File: src/rtl/core_pkg.sv
`default_nettype none
// ============================================================================
// core_pkg : shared pipeline-control types and constants
// Rev 1.0
// ============================================================================
package core_pkg;

   typedef enum logic [1:0] {
      RUN      = 2'd0,
      BR_FLUSH = 2'd1,
      MEM_WAIT = 2'd2
   } hz_state_t;

   localparam logic [4:0] REG_X0          = 5'd0;
   localparam int         FLUSH_DEPTH_DEF = 1;

endpackage : core_pkg
`default_nettype wire

File: src/rtl/hazard_ctrl_if.sv
`default_nettype none
// ============================================================================
// hazard_ctrl_if : pipeline status in / pipeline-register controls out
// Rev 1.0
// ============================================================================
interface hazard_ctrl_if;

   logic [4:0] ID_Rs1;
   logic [4:0] ID_Rs2;
   logic       ID_UsesRs2;
   logic [4:0] EX_Rd;
   logic       EX_MemRead;
   logic       EX_BranchTaken;
   logic       MEM_Req;
   logic       MEM_Ready;

   logic       PC_Write;
   logic       IFID_Write;
   logic       IFID_Flush;
   logic       IDEX_Flush;
   logic       Pipe_Freeze;

   modport master (
      output ID_Rs1, ID_Rs2, ID_UsesRs2, EX_Rd, EX_MemRead, EX_BranchTaken,
             MEM_Req, MEM_Ready,
      input  PC_Write, IFID_Write, IFID_Flush, IDEX_Flush, Pipe_Freeze
   );

   modport slave (
      input  ID_Rs1, ID_Rs2, ID_UsesRs2, EX_Rd, EX_MemRead, EX_BranchTaken,
             MEM_Req, MEM_Ready,
      output PC_Write, IFID_Write, IFID_Flush, IDEX_Flush, Pipe_Freeze
   );

endinterface : hazard_ctrl_if
`default_nettype wire

File: src/rtl/hazard_lu_detect.sv
`default_nettype none
// ============================================================================
// hazard_lu_detect : combinational load-use comparator (EX load vs ID sources)
// Rev 1.0
// ============================================================================
module hazard_lu_detect
   import core_pkg::*;
(
   input  logic [4:0] ex_rd,
   input  logic       ex_mem_read,
   input  logic [4:0] id_rs1,
   input  logic [4:0] id_rs2,
   input  logic       id_uses_rs2,
   output logic       load_use
);

   // x0 is never a real dependency, so a load targeting it cannot stall.
   assign load_use = ex_mem_read && (ex_rd != REG_X0) &&
                     ((ex_rd == id_rs1) || (id_uses_rs2 && (ex_rd == id_rs2)));

endmodule : hazard_lu_detect
`default_nettype wire

File: src/rtl/hazard_ctrl.sv
`default_nettype none
// ============================================================================
// hazard_ctrl : stall/flush/freeze controller with perf counters and timeout
// Rev 1.0
// ============================================================================
module hazard_ctrl
   import core_pkg::*;
#(
   parameter int FLUSH_DEPTH = FLUSH_DEPTH_DEF,
   parameter int MEM_TIMEOUT = 255,
   parameter int CNT_W       = 32
) (
   input  logic             clk,
   input  logic             reset,
   hazard_ctrl_if.slave     hz,
   output logic             mem_timeout,
   output logic [CNT_W-1:0] stall_cycles,
   output logic [CNT_W-1:0] flush_events
);

   localparam logic [1:0]  C_FLUSH_DEPTH = 2'(FLUSH_DEPTH);
   localparam logic [15:0] C_MEM_TIMEOUT = 16'(MEM_TIMEOUT);

   hz_state_t        r_state;
   logic             r_branch_pend;
   logic [1:0]       r_flush_cnt;
   logic [15:0]      r_wait_cnt;
   logic             r_mem_timeout;
   logic [CNT_W-1:0] r_stall_cycles;
   logic [CNT_W-1:0] r_flush_events;

   logic             w_lu;
   logic             w_mem_stall;
   logic [15:0]      w_wait_inc;

   hazard_lu_detect u_lu_detect (
      .ex_rd       (hz.EX_Rd),
      .ex_mem_read (hz.EX_MemRead),
      .id_rs1      (hz.ID_Rs1),
      .id_rs2      (hz.ID_Rs2),
      .id_uses_rs2 (hz.ID_UsesRs2),
      .load_use    (w_lu)
   );

   assign w_mem_stall = hz.MEM_Req && !hz.MEM_Ready;
   // Saturate so a very long wait cannot wrap and re-trigger the threshold.
   assign w_wait_inc  = (r_wait_cnt == C_MEM_TIMEOUT) ? r_wait_cnt : r_wait_cnt + 16'd1;

   always_comb begin
      hz.PC_Write    = 1'b1;
      hz.IFID_Write  = 1'b1;
      hz.IFID_Flush  = 1'b0;
      hz.IDEX_Flush  = 1'b0;
      hz.Pipe_Freeze = 1'b0;
      unique case (r_state)
         RUN: begin
            if (w_mem_stall) begin
               hz.Pipe_Freeze = 1'b1;
               hz.PC_Write    = 1'b0;
               hz.IFID_Write  = 1'b0;
            end else if (hz.EX_BranchTaken) begin
               hz.IFID_Flush  = 1'b1;
               hz.IDEX_Flush  = 1'b1;
            end else if (w_lu) begin
               hz.PC_Write    = 1'b0;
               hz.IFID_Write  = 1'b0;
               hz.IDEX_Flush  = 1'b1;
            end
         end
         BR_FLUSH: begin
            if (w_mem_stall) begin
               hz.Pipe_Freeze = 1'b1;
               hz.PC_Write    = 1'b0;
               hz.IFID_Write  = 1'b0;
            end else begin
               hz.IFID_Flush  = 1'b1;
               hz.IDEX_Flush  = 1'b1;
            end
         end
         MEM_WAIT: begin
            if (!hz.MEM_Ready) begin
               hz.Pipe_Freeze = 1'b1;
               hz.PC_Write    = 1'b0;
               hz.IFID_Write  = 1'b0;
            end
         end
         default: ;
      endcase
   end

   always_ff @(posedge clk or posedge reset) begin
      if (reset) begin
         r_state        <= RUN;
         r_branch_pend  <= 1'b0;
         r_flush_cnt    <= 2'd0;
         r_wait_cnt     <= 16'd0;
         r_mem_timeout  <= 1'b0;
         r_stall_cycles <= '0;
         r_flush_events <= '0;
      end else begin
         unique case (r_state)
            RUN: begin
               if (w_mem_stall) begin
                  r_state <= MEM_WAIT;
                  if (hz.EX_BranchTaken) r_branch_pend <= 1'b1;
               end else if (hz.EX_BranchTaken) begin
                  r_flush_events <= r_flush_events + CNT_W'(1);
                  if (FLUSH_DEPTH > 1) begin
                     r_state     <= BR_FLUSH;
                     r_flush_cnt <= C_FLUSH_DEPTH - 2'd1;
                  end
               end else if (w_lu) begin
                  r_stall_cycles <= r_stall_cycles + CNT_W'(1);
               end
            end
            BR_FLUSH: begin
               // A memory wait here parks the remaining flush count untouched.
               if (w_mem_stall) begin
                  r_state <= MEM_WAIT;
               end else if (r_flush_cnt <= 2'd1) begin
                  r_flush_cnt <= 2'd0;
                  r_state     <= RUN;
               end else begin
                  r_flush_cnt <= r_flush_cnt - 2'd1;
               end
            end
            MEM_WAIT: begin
               r_stall_cycles <= r_stall_cycles + CNT_W'(1);
               if (hz.MEM_Ready) begin
                  r_wait_cnt <= 16'd0;
                  if (r_branch_pend) begin
                     // Full flush window runs after release; a depth of one is a single flush cycle.
                     r_branch_pend  <= 1'b0;
                     r_flush_events <= r_flush_events + CNT_W'(1);
                     r_flush_cnt    <= C_FLUSH_DEPTH;
                     r_state        <= BR_FLUSH;
                  end else if (r_flush_cnt != 2'd0) begin
                     r_state <= BR_FLUSH;
                  end else begin
                     r_state <= RUN;
                  end
               end else begin
                  r_wait_cnt <= w_wait_inc;
                  if (w_wait_inc == C_MEM_TIMEOUT) r_mem_timeout <= 1'b1;
               end
            end
            default: r_state <= RUN;
         endcase
      end
   end

   assign mem_timeout  = r_mem_timeout;
   assign stall_cycles = r_stall_cycles;
   assign flush_events = r_flush_events;

endmodule : hazard_ctrl
`default_nettype wire
File: src/flat_wrapper.sv
// flat-port wrapper written by rule: the top's interface ports become plain ports
module hazard_ctrl_flat import core_pkg::*;
#(
   parameter int FLUSH_DEPTH = FLUSH_DEPTH_DEF,
   parameter int MEM_TIMEOUT = 255,
   parameter int CNT_W       = 32
)
  (clk, reset, mem_timeout, stall_cycles, flush_events, hz_ID_Rs1, hz_ID_Rs2, hz_ID_UsesRs2, hz_EX_Rd, hz_EX_MemRead, hz_EX_BranchTaken, hz_MEM_Req, hz_MEM_Ready, hz_PC_Write, hz_IFID_Write, hz_IFID_Flush, hz_IDEX_Flush, hz_Pipe_Freeze);
  hazard_ctrl_if hz_i ();
  input  logic clk;
  input  logic reset;
  output logic mem_timeout;
  output logic [CNT_W-1:0] stall_cycles;
  output logic [CNT_W-1:0] flush_events;
  input wire logic [$bits(hz_i.ID_Rs1)-1:0] hz_ID_Rs1;
  input wire logic [$bits(hz_i.ID_Rs2)-1:0] hz_ID_Rs2;
  input wire logic [$bits(hz_i.ID_UsesRs2)-1:0] hz_ID_UsesRs2;
  input wire logic [$bits(hz_i.EX_Rd)-1:0] hz_EX_Rd;
  input wire logic [$bits(hz_i.EX_MemRead)-1:0] hz_EX_MemRead;
  input wire logic [$bits(hz_i.EX_BranchTaken)-1:0] hz_EX_BranchTaken;
  input wire logic [$bits(hz_i.MEM_Req)-1:0] hz_MEM_Req;
  input wire logic [$bits(hz_i.MEM_Ready)-1:0] hz_MEM_Ready;
  output wire logic [$bits(hz_i.PC_Write)-1:0] hz_PC_Write;
  output wire logic [$bits(hz_i.IFID_Write)-1:0] hz_IFID_Write;
  output wire logic [$bits(hz_i.IFID_Flush)-1:0] hz_IFID_Flush;
  output wire logic [$bits(hz_i.IDEX_Flush)-1:0] hz_IDEX_Flush;
  output wire logic [$bits(hz_i.Pipe_Freeze)-1:0] hz_Pipe_Freeze;
  assign hz_i.ID_Rs1 = hz_ID_Rs1;
  assign hz_i.ID_Rs2 = hz_ID_Rs2;
  assign hz_i.ID_UsesRs2 = hz_ID_UsesRs2;
  assign hz_i.EX_Rd = hz_EX_Rd;
  assign hz_i.EX_MemRead = hz_EX_MemRead;
  assign hz_i.EX_BranchTaken = hz_EX_BranchTaken;
  assign hz_i.MEM_Req = hz_MEM_Req;
  assign hz_i.MEM_Ready = hz_MEM_Ready;
  assign hz_PC_Write = hz_i.PC_Write;
  assign hz_IFID_Write = hz_i.IFID_Write;
  assign hz_IFID_Flush = hz_i.IFID_Flush;
  assign hz_IDEX_Flush = hz_i.IDEX_Flush;
  assign hz_Pipe_Freeze = hz_i.Pipe_Freeze;
  hazard_ctrl #(.FLUSH_DEPTH(FLUSH_DEPTH), .MEM_TIMEOUT(MEM_TIMEOUT), .CNT_W(CNT_W)) u_core (.clk(clk), .reset(reset), .hz(hz_i), .mem_timeout(mem_timeout), .stall_cycles(stall_cycles), .flush_events(flush_events));
endmodule
File: config.mk
export PLATFORM = sky130hd
export DESIGN_NAME = hazard_ctrl_flat
export DESIGN_NICKNAME = d
export VERILOG_FILES = /design/src/rtl/core_pkg.sv /design/src/rtl/hazard_ctrl_if.sv /design/src/rtl/hazard_lu_detect.sv /design/src/rtl/hazard_ctrl.sv /design/src/flat_wrapper.sv
export SDC_FILE = /design/constraint.sdc
export NUM_CORES = 1
export LEC_CHECK = 0
export BUFFER_PORTS_ARGS = -buffer_cell sky130_fd_sc_hd__clkbuf_2
export CAP_MARGIN = 20
export CORE_ASPECT_RATIO = 1.4
export CORE_MARGIN = 3
export CORE_UTILIZATION = 45
export CTS_CLUSTER_DIAMETER = 40
export DETAILED_ROUTE_END_ITERATION = 8
export PLACE_DENSITY = 0.71
export SYNTH_ARGS = -nofsm -noshare
export SYNTH_HDL_FRONTEND = slang
export SYNTH_HIERARCHICAL = 1
export SYNTH_SLANG_ARGS = --single-unit
File: constraint.sdc
create_clock -name clk -period 9.05 [get_ports clk]
set_input_delay 2.2625 -clock clk [delete_from_list [all_inputs] [get_ports clk]]
set_output_delay 2.2625 -clock clk [all_outputs]
set_load 0.01 [all_outputs]
# Word-level counts from Yosys, hierarchy flattened
# Index checks and enable logic that the tools add are counted.
# word_totals
input_bits,22
word_cells,89
reg_bits,86
output_inout_bits,70
# classes
n_mux,43
n_bitwise,1
n_eq_ne,15
order_cmp,1
n_reduce_logical,18
add_sub_neg,4
# ops
cell,n
32-bit two-way mux,7
32-bit one-hot mux with 2 select lines,2
"32-bit by 1-bit adder with 32-bit output, second input constant",2
"16-bit by 8-bit == test with 1-bit output, second input constant",2
16-bit two-way mux,2
2-bit two-way mux,9
"16-bit by 1-bit adder with 16-bit output, second input constant",1
1-bit two-way mux,16
"2-bit != test, second input constant",6
4-bit AND reduction,3
5-bit == test,2
1-bit one-hot mux with 2 select lines,4
2-bit one-hot mux with 3 select lines,1
3-bit AND reduction,2
2-bit nonzero test,3
5-bit AND reduction,1
5-bit nonzero test,1
1-bit logical AND,4
"2-bit by 1-bit != test with 1-bit output, second input constant",2
2-bit one-hot mux with 2 select lines,1
"3-bit by 1-bit != test with 1-bit output, second input constant",1
1-bit one-hot mux with 3 select lines,1
"2-bit by 1-bit == test with 1-bit output, second input constant",1
"2-bit == test, second input constant",1
7 further kinds,7

# Depth between registers and ports, before layout
# logic_depth
ltp_word,8
ltp_mapped,11
mapped_depth_nobuf,10

# Hierarchy
# Netlist, hierarchy kept.
# modules_own_cells
mod,n_inst,cells_per_inst,area_each_um2,seq_area_each_um2
hazard_ctrl,1,434,4310.4,2152.1
hazard_lu_detect,1,17,132.6,0.0

# Least setup slack after synthesis
# OpenSTA, ideal clock, no wires.
# synth_path
kind,input port to output port
start,in hz_EX_Rd[1]
end,out hz_PC_Write
path_buffers,1
path_slack_ns,3.111
stages,7
t_required_ns,6.787
arrival_ns,3.677
path_cell_list,or4_1 -> o21ai_1 -> a21oi_1 -> nor2b_1 -> mux2i_1 -> a2bb2oi_1 -> buf_4
# synth_via
elab_chain_cells,8
elab_cells_between_ends,11
cone_classes,2 x eq/ne; 4 x mux; 5 x reduce/logical
# synth_rtl
element,line_no,rtl
start: declaration,flat_wrapper.sv:18,input wire logic [$bits(hz_i.EX_Rd)-1:0] hz_EX_Rd;
5-bit == test,hazard_lu_detect.sv:19,((ex_rd == id_rs1) || (id_uses_rs2 && (ex_rd == id_rs2)));
1-bit logical AND,hazard_lu_detect.sv:19,
1-bit logical OR,hazard_lu_detect.sv:19,
1-bit logical AND (*),hazard_lu_detect.sv:18,assign load_use = ex_mem_read && (ex_rd != REG_X0) &&
net u_core.w_lu,hazard_ctrl.sv:32,logic w_lu;
1-bit two-way mux (*) (3 in series),-,
1-bit one-hot mux with 3 select lines (*),-,
end: declaration,flat_wrapper.sv:23,output wire logic [$bits(hz_i.PC_Write)-1:0] hz_PC_Write;
# The timed path passes the listed nets; every way through them passes the cells marked *.

# Final worst setup path
# layout_path
start,in hz_EX_Rd[1]
end,out hz_IFID_Write
# layout_via
elab_chain_cells,8
elab_cells_between_ends,11
cone_classes,2 x eq/ne; 4 x mux; 5 x reduce/logical
# layout_rtl
element,line_no,rtl
5-bit == test,hazard_lu_detect.sv:19,
1-bit logical AND,hazard_lu_detect.sv:19,
1-bit logical OR,hazard_lu_detect.sv:19,
1-bit logical AND (*),hazard_lu_detect.sv:18,
net u_core.w_lu,hazard_ctrl.sv:32,
1-bit two-way mux (*),hazard_ctrl.sv:64,end else if (w_lu) begin
1-bit two-way mux (*),hazard_ctrl.sv:61,end else if (hz.EX_BranchTaken) begin
1-bit two-way mux (*),hazard_ctrl.sv:57,if (w_mem_stall) begin
1-bit one-hot mux with 3 select lines (*),hazard_ctrl.sv:55,unique case (r_state)
end: declaration,flat_wrapper.sv:24,output wire logic [$bits(hz_i.IFID_Write)-1:0] hz_IFID_Write;
# Marked as above.

==> results.tsv <==
metric	value	unit
status	completed	
Hold Crit Class	reg -> reg	
hold_ws	0.4727	ns
Post-CTS Hold Buffers	0	
post-synthesis cell area	0.004443	mm2
Die Span X	89.98	um
Synth area leader	dfrtp_1	
GPL Wtd Cong	0.8663	
leakage power	2.473	nW
crit start category	primary input	
DRC Markers	0	
share of synthesized flip-flops with an asynchronous set or reset	100.0	%
# port buffers	91	
Resized cells post-CTS	0	
CTS root buffer	clkbuf_16	
crit path kind	in -> out	
Tightest Pin Transition	0.6389	ns
Max-cap violations	0	
initial core utilization	46.45	%
FILL cells	892	
R2R setup slack	6.56	ns
Crit. Startpoint	hz_EX_Rd[1]	
CP Cell Sequence	clkbuf_2 -> or4_1 -> o21ai_1 -> a21oi_1 -> nor2b_1 -> mux2i_1 -> a2bb2oi_1 -> clkbuf_2	
TritonCTS clock tree	yes	
drt pass-1 iters	4	
CTS buffer count	9	
synthesized area per cell	9.851	um2
register clock-pin slew on the reported worst setup and hold paths	0.06	ns
Final Slew Violations	0	
Detail Placement HPWL	7182	um
Yosys top cell area share	48.44	%
metal2 WL	5171	um
final hold violation count	0	
worst path arrival time	3.94	ns
Antenna Violating Nets Remaining	0	
# rows	42	
Worst-Skew Late Latency	0.33	ns
met3 routed WL	446	um
initial DRC count	160	
sequential fraction of the synthesis area	48.44	%
gr ovfl total	0	
initial antenna violation count	0	
Synth area leaders	dfrtp_1 (48%), xnor2_1 (11%), nand2_1 (4.0%)	
DR vias	3667	
Final Critical Period	6.199	ns
worst r2r src	u_core/r_wait_cnt[0]$_DFFE_PP0P_	
vias in the first global route	3625	
Post-CTS Setup Bufs	0	
Synth cell types	46	
IO Count	92	
synthesized net count	476	
endpoints failing setup	0	
post-synthesis register bit count	86	
maximum vdd drop	0.1090	mV
number of synthesized flops with an enable pin	0	
most frequent cells in the layout	clkbuf_2 (91), dfrtp_1 (86), xnor2_1 (58), nand2_1 (47), nand3_1 (34)	
wire length of the first global-routing pass	16930	um
CP most frequent cell	clkbuf_2	
most common cell after layout, fill and taps aside	clkbuf_2	
CP required	6.79	ns
CP max stage delay	0.54	ns
WL per Instance	14.95	um
Die H	123.6	um
worst-case clock buffer depth	2	
Worst path slowest cell	or4_1	
Top Layer Used	met4	
Global Route Usage Sum	18.78	%
Slew HR	57.25	%
post-DR vias/cell	5.465	
Setup TNS	0	ns
Ant. Diodes	0	
synthesized instance count	451	
total clock sinks	86	
register area	0.002152	mm2
CTS H-tree lvls	3	
area of the multi-input gates	0.002163	mm2
Post-Route WL	10030	um
fin crit share	68.50	%
CP endpoint kind	output port	
nets	559	
pwr dens	181.6	mW/mm2
max frequency	161.3	MHz
hold wc startpoint	u_core/stall_cycles[31]$_DFFE_PP0P_	
DIE AREA	0.01112	mm2
share of cells above drive strength 1	21.71	%
total power	0.0009602	W
Fin Clk Skew	0.007530	ns
area grow syn2layout	18.98	%
largest net degree at the start of global routing	87	
Routed met1 length	4182	um
RSZ-0062 raised after global routing	false	
Ys Warns	6	
core box area	0.009564	mm2
Most used DFF post-synth	dfrtp_1	
Max FO, Critical Path	3	
kinds of logic (layout without fill, tap and decap cells):
kind of cell	count (synthesis)	after routing	synth area share, %
XOR/XNOR	78	78	15.38
buffers and inverters	29	117	2.873
adder cells (fa/ha/maj)	3	3	0.8449
AND/OR/NAND/NOR	186	186	22.64
flip-flops	86	86	48.44
AO/OA/AOI/OAI	64	64	8.645
multiplexers	5	5	1.183
power by group:
part	internal [W]	switching (W)	leakage, nW
registers	0.000417	0.0000444	1.15
logic	0.0000659	0.0000851	1.19
clock network	0.000195	0.000153	0.132
total	0.000677	0.000283	2.47
critical path: cells and delay by family:
kind,cells,cell delay (ns)
multiplexers,1,0.13
AND/OR/NAND/NOR,2,0.72
buffers and inverters,2,0.28
AO/OA/AOI/OAI,3,0.54
synthesized netlist by cell type (2+ instances only):
master,instances
a21o_1,2
a21oi_1,11
a31oi_1,8
a41oi_1,2
and2_1,5
and3_1,17
and4_1,10
buf_2,4
clkbuf_1,13
clkbuf_2,2
dfrtp_1,86
ha_1,3
inv_1,8
mux2_2,2
mux2i_1,3
nand2_1,47
nand3_1,34
nand4_1,22
nor2_1,24
nor2b_1,4
nor3_1,10
nor4_1,2
nor4_2,2
nor4_4,2
o211ai_1,2
o21ai_0,28
o31ai_1,2
or4_1,2
xnor2_1,58
xor2_1,20
area by class of cell:
type	count	share of cell area (%)
inverters	8	0.5917
clock buffers	10	4.521
multi-input cells	336	40.92
clock inverters	6	0.8521
well taps	132	3.124
flip-flops and latches	86	40.71
repair buffers	93	9.278
worst paths after layout:
| check | to | cells past startpoint |
|---|---|---|
| min in group asynchronous | u_core/flush_events[29]$_DFFE_PP0P_ | 3 |
| setup reg to reg | u_core/mem_timeout$_DFFE_PP0P_ | 7 |
| max in group asynchronous | u_core/flush_events[21]$_DFFE_PP0P_ | 4 |
| hold reg to reg | u_core/stall_cycles[31]$_DFFE_PP0P_ | 1 |
| setup / recovery | hz_IFID_Write | 8 |
| hold / removal | u_core/stall_cycles[31]$_DFFE_PP0P_ | 1 |
through the flow:
stage | std cells | utilization, % | instance area [um2] | setup WS (ns)
2_1_floorplan | 451 | - | 4443 | 3.111
3_3_place_gp | 654 | 52.01 | 4975 | 2.984
3_5_place_dp | 654 | 52.01 | 4975 | 2.871
4_1_cts | 670 | 54.98 | 5259 | 2.867
5_1_grt | 671 | 55.27 | 5286 | 2.800
6_report | 671 | 55.27 | 5286 | 2.851
flip-flops by register name, indices dropped and copies added (netlist names):
name                  flops
u_core/r_branch_pend      1
u_core/mem_timeout        1
u_core/flush_events      32
u_core/r_flush_cnt        2
u_core/r_wait_cnt        16
u_core/stall_cycles      32
u_core/r_state            2
layer usage:
metal / vias up / track usage (%)
met2: 101 / 32.77
met1: 1792 / 22.50
met4: 0 / 9.387
met5: - / 0
met3: 14 / 3.505
li1: 1760 / -
Note: power is estimated with default switching activity, not from simulation.
